## config.mk

```make
export PLATFORM = sky130hd
export DESIGN_NAME = axi_read_arbiter
export DESIGN_NICKNAME = d
export VERILOG_FILES = /design/src/rtl/axi_read_arbiter.sv
export SDC_FILE = /design/constraint.sdc
export NUM_CORES = 1
export LEC_CHECK = 0
export ABC_CLOCK_PERIOD_IN_PS = 1800
export BUFFER_PORTS_ARGS = -buffer_cell sky130_fd_sc_hd__buf_4
export CORE_AREA = 3 3 153 155
export CTS_BUF_LIST = sky130_fd_sc_hd__clkbuf_4 sky130_fd_sc_hd__clkbuf_8
export CTS_CLUSTER_SIZE = 16
export DETAILED_ROUTE_END_ITERATION = 8
export DIE_AREA = 0 0 156 158
export PLACE_DENSITY = 0.5
export SKIP_LAST_GASP = 1
export SLEW_MARGIN = 0
export SYNTH_ARGS = -nofsm -noshare
export SYNTH_HDL_FRONTEND = slang
export SYNTH_SLANG_ARGS = --single-unit
```

## constraint.sdc

```tcl
create_clock -name clk -period 1.8 [get_ports clk]
set_input_delay 0.09 -clock clk [delete_from_list [all_inputs] [get_ports clk]]
set_output_delay 0.09 -clock clk [all_outputs]
set_load 0.02 [all_outputs]
```

## src/rtl/axi_read_arbiter.sv

```systemverilog
// Two-port AXI read arbiter: fetch (port 0) and load (port 1) share one AR/R path, one burst in flight.
// Define ARB_FETCH_PRIORITY_EN for fixed fetch priority; otherwise round-robin.
module axi_read_arbiter #(
  parameter int unsigned ID_WIDTH   = 13,
  parameter int unsigned ADDR_WIDTH = 64,
  parameter int unsigned DATA_WIDTH = 64
) (
  input  logic                  clk,
  input  logic                  reset,
  input  logic [1:0]            req_valid,
  output logic [1:0]            req_ready,
  input  logic [ADDR_WIDTH-1:0] req_addr0,
  input  logic [ADDR_WIDTH-1:0] req_addr1,
  input  logic [7:0]            req_len0,
  input  logic [7:0]            req_len1,
  output logic [1:0]            resp_valid,
  input  logic [1:0]            resp_ready,
  output logic [DATA_WIDTH-1:0] resp_data,
  output logic                  resp_last,
  output logic                  resp_err,
  output logic [ID_WIDTH-1:0]   m_axi_arid,
  output logic [ADDR_WIDTH-1:0] m_axi_araddr,
  output logic [7:0]            m_axi_arlen,
  output logic [2:0]            m_axi_arsize,
  output logic [1:0]            m_axi_arburst,
  output logic                  m_axi_arlock,
  output logic [3:0]            m_axi_arcache,
  output logic [2:0]            m_axi_arprot,
  output logic                  m_axi_arvalid,
  input  logic                  m_axi_arready,
  input  logic [ID_WIDTH-1:0]   m_axi_rid,
  input  logic [DATA_WIDTH-1:0] m_axi_rdata,
  input  logic [1:0]            m_axi_rresp,
  input  logic                  m_axi_rlast,
  input  logic                  m_axi_rvalid,
  output logic                  m_axi_rready
);

  typedef enum logic [1:0] {
    S_IDLE = 2'd0,
    S_ADDR = 2'd1,
    S_DATA = 2'd2
  } state_t;

  state_t                  state_q, state_d;
  logic [ADDR_WIDTH-1:0]   addr_q;
  logic [7:0]              len_q;
  logic                    gnt_q;
  logic                    win;
  logic                    load;
  logic                    done;
  logic                    rready_c;

  // Beats are routed by grant alone, so rid and the low rresp bit are never looked at.
  logic                    unused_inputs;
  assign unused_inputs = ^{m_axi_rid, m_axi_rresp[0]};

`ifdef ARB_FETCH_PRIORITY_EN
  assign win = ~req_valid[0];
`else
  logic last_q;
  assign win = (&req_valid) ? ~last_q : req_valid[1];

  // Round-robin pointer: port that finished the most recent burst.
  always_ff @(posedge clk or negedge reset) begin
    if (!reset) begin
      last_q <= 1'b1;
    end else if (done) begin
      last_q <= gnt_q;
    end
  end
`endif

  always_ff @(posedge clk or negedge reset) begin
    if (!reset) begin
      state_q <= S_IDLE;
    end else begin
      state_q <= state_d;
    end
  end

  // Latched request held on the AR channel until the handshake.
  always_ff @(posedge clk or negedge reset) begin
    if (!reset) begin
      addr_q <= '0;
      len_q  <= '0;
      gnt_q  <= 1'b0;
    end else if (load) begin
      addr_q <= win ? req_addr1 : req_addr0;
      len_q  <= win ? req_len1 : req_len0;
      gnt_q  <= win;
    end
  end

  always_comb begin
    state_d       = state_q;
    req_ready     = 2'b00;
    load          = 1'b0;
    done          = 1'b0;
    m_axi_arvalid = 1'b0;
    rready_c      = 1'b0;
    resp_valid    = 2'b00;
    resp_data     = '0;
    resp_last     = 1'b0;
    resp_err      = 1'b0;
    case (state_q)
      S_IDLE: begin
        // Gate with reset so nothing is offered while reset is held.
        if (reset && (|req_valid)) begin
          req_ready = win ? 2'b10 : 2'b01;
          load      = 1'b1;
          state_d   = S_ADDR;
        end
      end
      S_ADDR: begin
        m_axi_arvalid = 1'b1;
        if (m_axi_arready) begin
          state_d = S_DATA;
        end
      end
      S_DATA: begin
        rready_c   = resp_ready[gnt_q];
        resp_valid = gnt_q ? {m_axi_rvalid, 1'b0} : {1'b0, m_axi_rvalid};
        resp_data  = m_axi_rdata;
        resp_last  = m_axi_rlast;
        resp_err   = m_axi_rresp[1];
        if (m_axi_rvalid && rready_c && m_axi_rlast) begin
          done    = 1'b1;
          state_d = S_IDLE;
        end
      end
      default: begin
        state_d = S_IDLE;
      end
    endcase
  end

  assign m_axi_rready  = rready_c;
  assign m_axi_arid    = ID_WIDTH'(gnt_q);
  assign m_axi_araddr  = addr_q;
  assign m_axi_arlen   = len_q;
  assign m_axi_arsize  = 3'd3;
  assign m_axi_arburst = 2'b01;
  assign m_axi_arlock  = 1'b0;
  assign m_axi_arcache = 4'b0011;
  assign m_axi_arprot  = 3'b000;

endmodule
```

==> summary.md <==
| Metric | Value |
|---|---|
| Minimum clock period | `1.77 ns` |
| Fin nets | `1121` |
| Total track usage | `0.176` |
| Share of the synthesized area in the top cell type | `0.406` |
| Routed Antenna Nets | `0` |
| Post-synthesis cell area | `0.00463 mm2` |
| Yosys top cell by area | `dfrtp_1` |
| P&R area growth vs syn | `89.4%` |
| Drt via density | `~4.5` |
| Reg2reg setup slack | `approximately 0.07 ns` |
| Setup crit end | `m_axi_araddr[50]` |
| Starting DRC count in detailed routing | `between 200 and 300` |
| Die span in x | `156 um` |
| Share of layout cells above drive strength 1 | `0.549` |
| Synth area leaders | `dfrtp_1, a221o_1, nor3_2, and2_1, nand2_1` |
| Initial antenna violation count | `3` |
| Peak supply drop | `0.417 mV` |
| Largest net degree at the start of global routing | `68` |
| Critical Path RT | `2.03 ns` |
| First-pass GRT wire length | `32.8 mm` |
| Status | `completed` |
| TritonRoute pass-1 iters | `4` |
| Clock transition at path regs | `0.09 ns` |
| CTS tree | `yes` |
| R2r startpoint | `last_q` |
| Antenna fix cells | `0` |
| Distinct cells, synth | `26` |
| Max Slew Vio Count | `0` |
| Critical path type | `in2reg` |
| Tightest Pin Transition | `0.642 ns` |
| Die area | `0.0246 mm2` |
| H-tree levels | `3` |
| HP Class | `in2reg` |
| Later-pin clock latency in the skew report | `around 0.37 ns` |
| Final Util | `0.399` |
| Syn_area_per_cell | `10.1 um2` |
| Fin crit share | `0.985` |
| Fraction of registers with async set/reset | `1.00` |
| Seq/Total Area, Yosys | `0.411` |
| IO Pins | `402` |
| Synth top cells by count | `dfrtp_1, nand2_1, a221o_1` |
| Dpl hpwl | `17.0 mm` |
| Max Freq | `564 MHz` |
| Via Count | `5252` |
| Post-synth EDFFs | `0` |
| Setup violators final | `0` |
| Hold Vio Cnt, Final | `0` |
| WL/cell | `19.7 um` |
| Worst-path maximum fanout | `13` |
| DIE HEIGHT | `158 um` |
| Cell count after synthesis | `around 460` |
| Starting Density | `0.211` |
| Hold Slack | `0.0750 ns` |
| CORE AREA | `0.0220 mm2` |
| Kind of end point of the critical path | `flip-flop` |
| Num rows | `54` |
| Clock Path Buffers | `2` |
| Cts bufs inserted | `9` |
| Worst r2r path cells | `5` |
| FF+latch count, synth | `76` |
| RD Place Congestion | `0.769` |
| Pwr Density | `1300 mW/mm2` |
| DRC errors left | `0` |
| CP Data Arrival Time | `~2 ns` |
| Synth Warn # | `0` |
| CTS root buf | `clkbuf_8` |
| Input/output buffers | `approximately 360` |
| CP startpoint | `reset` |
| CP Launch Type | `input port` |
| Rel. slew slack | `0.572` |
| MaxCap Viol Count | `0` |
| RSZ-0062 raised after global routing | `yes` |
| CTS Sinks | `76` |
| DRT Wirelength | `23.1 mm` |
| Vias in the first global route | `5465` |
| RR Endpoint | `m_axi_araddr[50]` |
| Pleak | `4.24 nW` |
| Pwr Total | `about 11 mW` |
| Most used flip-flop cell after synthesis | `dfrtp_1` |
| Gr ovfl total | `0` |
| Clk_skew | `around 0.024 ns` |
## area by class of cell
cell class                 count  area, um2
clock inverter                 4       50.0
clock buffer                  11        145
inverter                       2       7.51
fill                        2222      13200
multi-input combinational    329       2380
tap                          280        350
sequential                    76       1900
timing repair buffer         471       3930
## stage by stage
stage / area [um2] / instances / setup WS [ns] / TNS, ns
final: 8760 / 1173 / 0.0264 / 0
after global routing: 8760 / 1173 / -0.0337 / -0.0762
after CTS: 8690 / 1170 / -0.0269 / -0.0546
after detailed placement: 7670 / 1077 / 0.131 / 0
after global placement: 7670 / 1077 / 0.170 / 0
after floorplan: 4710 / 480 / 0.173 / 0
## cells by family (layout without fill, tap and decap cells)
family                 after synthesis  after routing  share of synthesized area
and+or+nand+nor                    226            226                      0.320
AOI/OAI and AO/OA                   76             76                      0.161
DFF                                 76             76                      0.411
other                                2             25                    0.00162
buffers and inverters               75            488                      0.101
muxes                                2              2                    0.00460
## layout by cell type, fill, tap and decap left out, drive strengths merged
cell / count
dfrtp: 75
mux2i: 1
nand2b: 2
nor2b: 2
nand2: 75
nor2: 4
buf: 394
conb: 25
and2: 66
or3b: 1
bufinv: 1
inv: 2
clkinvlp: 2
bufbuf: 1
and3: 1
clkbuf: 13
clkinv: 1
a221o: 72
mux2: 1
dfstp: 1
dlygate4sd3: 74
o2bb2ai: 1
nor3: 73
nor3b: 2
a21oi: 1
o21ai: 2
## sequential cells by signal, indices dropped and copies added (netlist names)
| name | count |
|---|---|
| state_q | 2 |
| last_q | 1 |
| m_axi_araddr | 64 |
| m_axi_arlen | 8 |
| gnt_q | 1 |
## power breakdown
| group | switching [mW] | internal, mW |
|---|---|---|
| registers | 0.522 | 2.52 |
| logic | 3.71 | 3.25 |
| clock network | 0.697 | 0.686 |
| total | 4.93 | 6.45 |
## routing by layer
layer / vias to the layer above / wire length, um / GRT usage
met5: - / 23 / 0
met4: 6 / 561 / 0.0585
met3: 32 / 1930 / 0.0574
met2: 255 / 12000 / 0.313
met1: 2500 / 8580 / 0.199
li1: 2459 / - / -
## worst min path at each step
stage | startpoint | end | slack (ns) | depth (start not counted)
6_report | m_axi_rlast | state_q[1] | 0.07 | 4
5_1_grt | m_axi_rlast | state_q[1] | 0.05 | 4
2_1_floorplan | reset | gnt_q | -0.21 | 0
4_1_cts | m_axi_rlast | state_q[1] | 0.04 | 4
3_3_place_gp | reset | m_axi_araddr[38] | 0.06 | 2
3_5_place_dp | reset | m_axi_araddr[38] | 0.07 | 2
## worst max-delay path, cell delays in order
cell and delay, ns:
dlygate4sd3_1 0.65, nor3b_1 0.18, buf_4 0.14, and3_4 0.16, buf_6 0.14, bufbuf_16 0.29
a221o_1 0.34
## timing repair
action                                 4_1_cts  5_1_grt
setup endpoints to repair                    2       43
pin swaps                                    2        3
cloned                                       2        2
gates resized for setup                      2        5
endpoints found under the hold margin      105        0
hold buffers                                74        0
setup buffers                                2        2
Power figures use the tool's default switching activity.
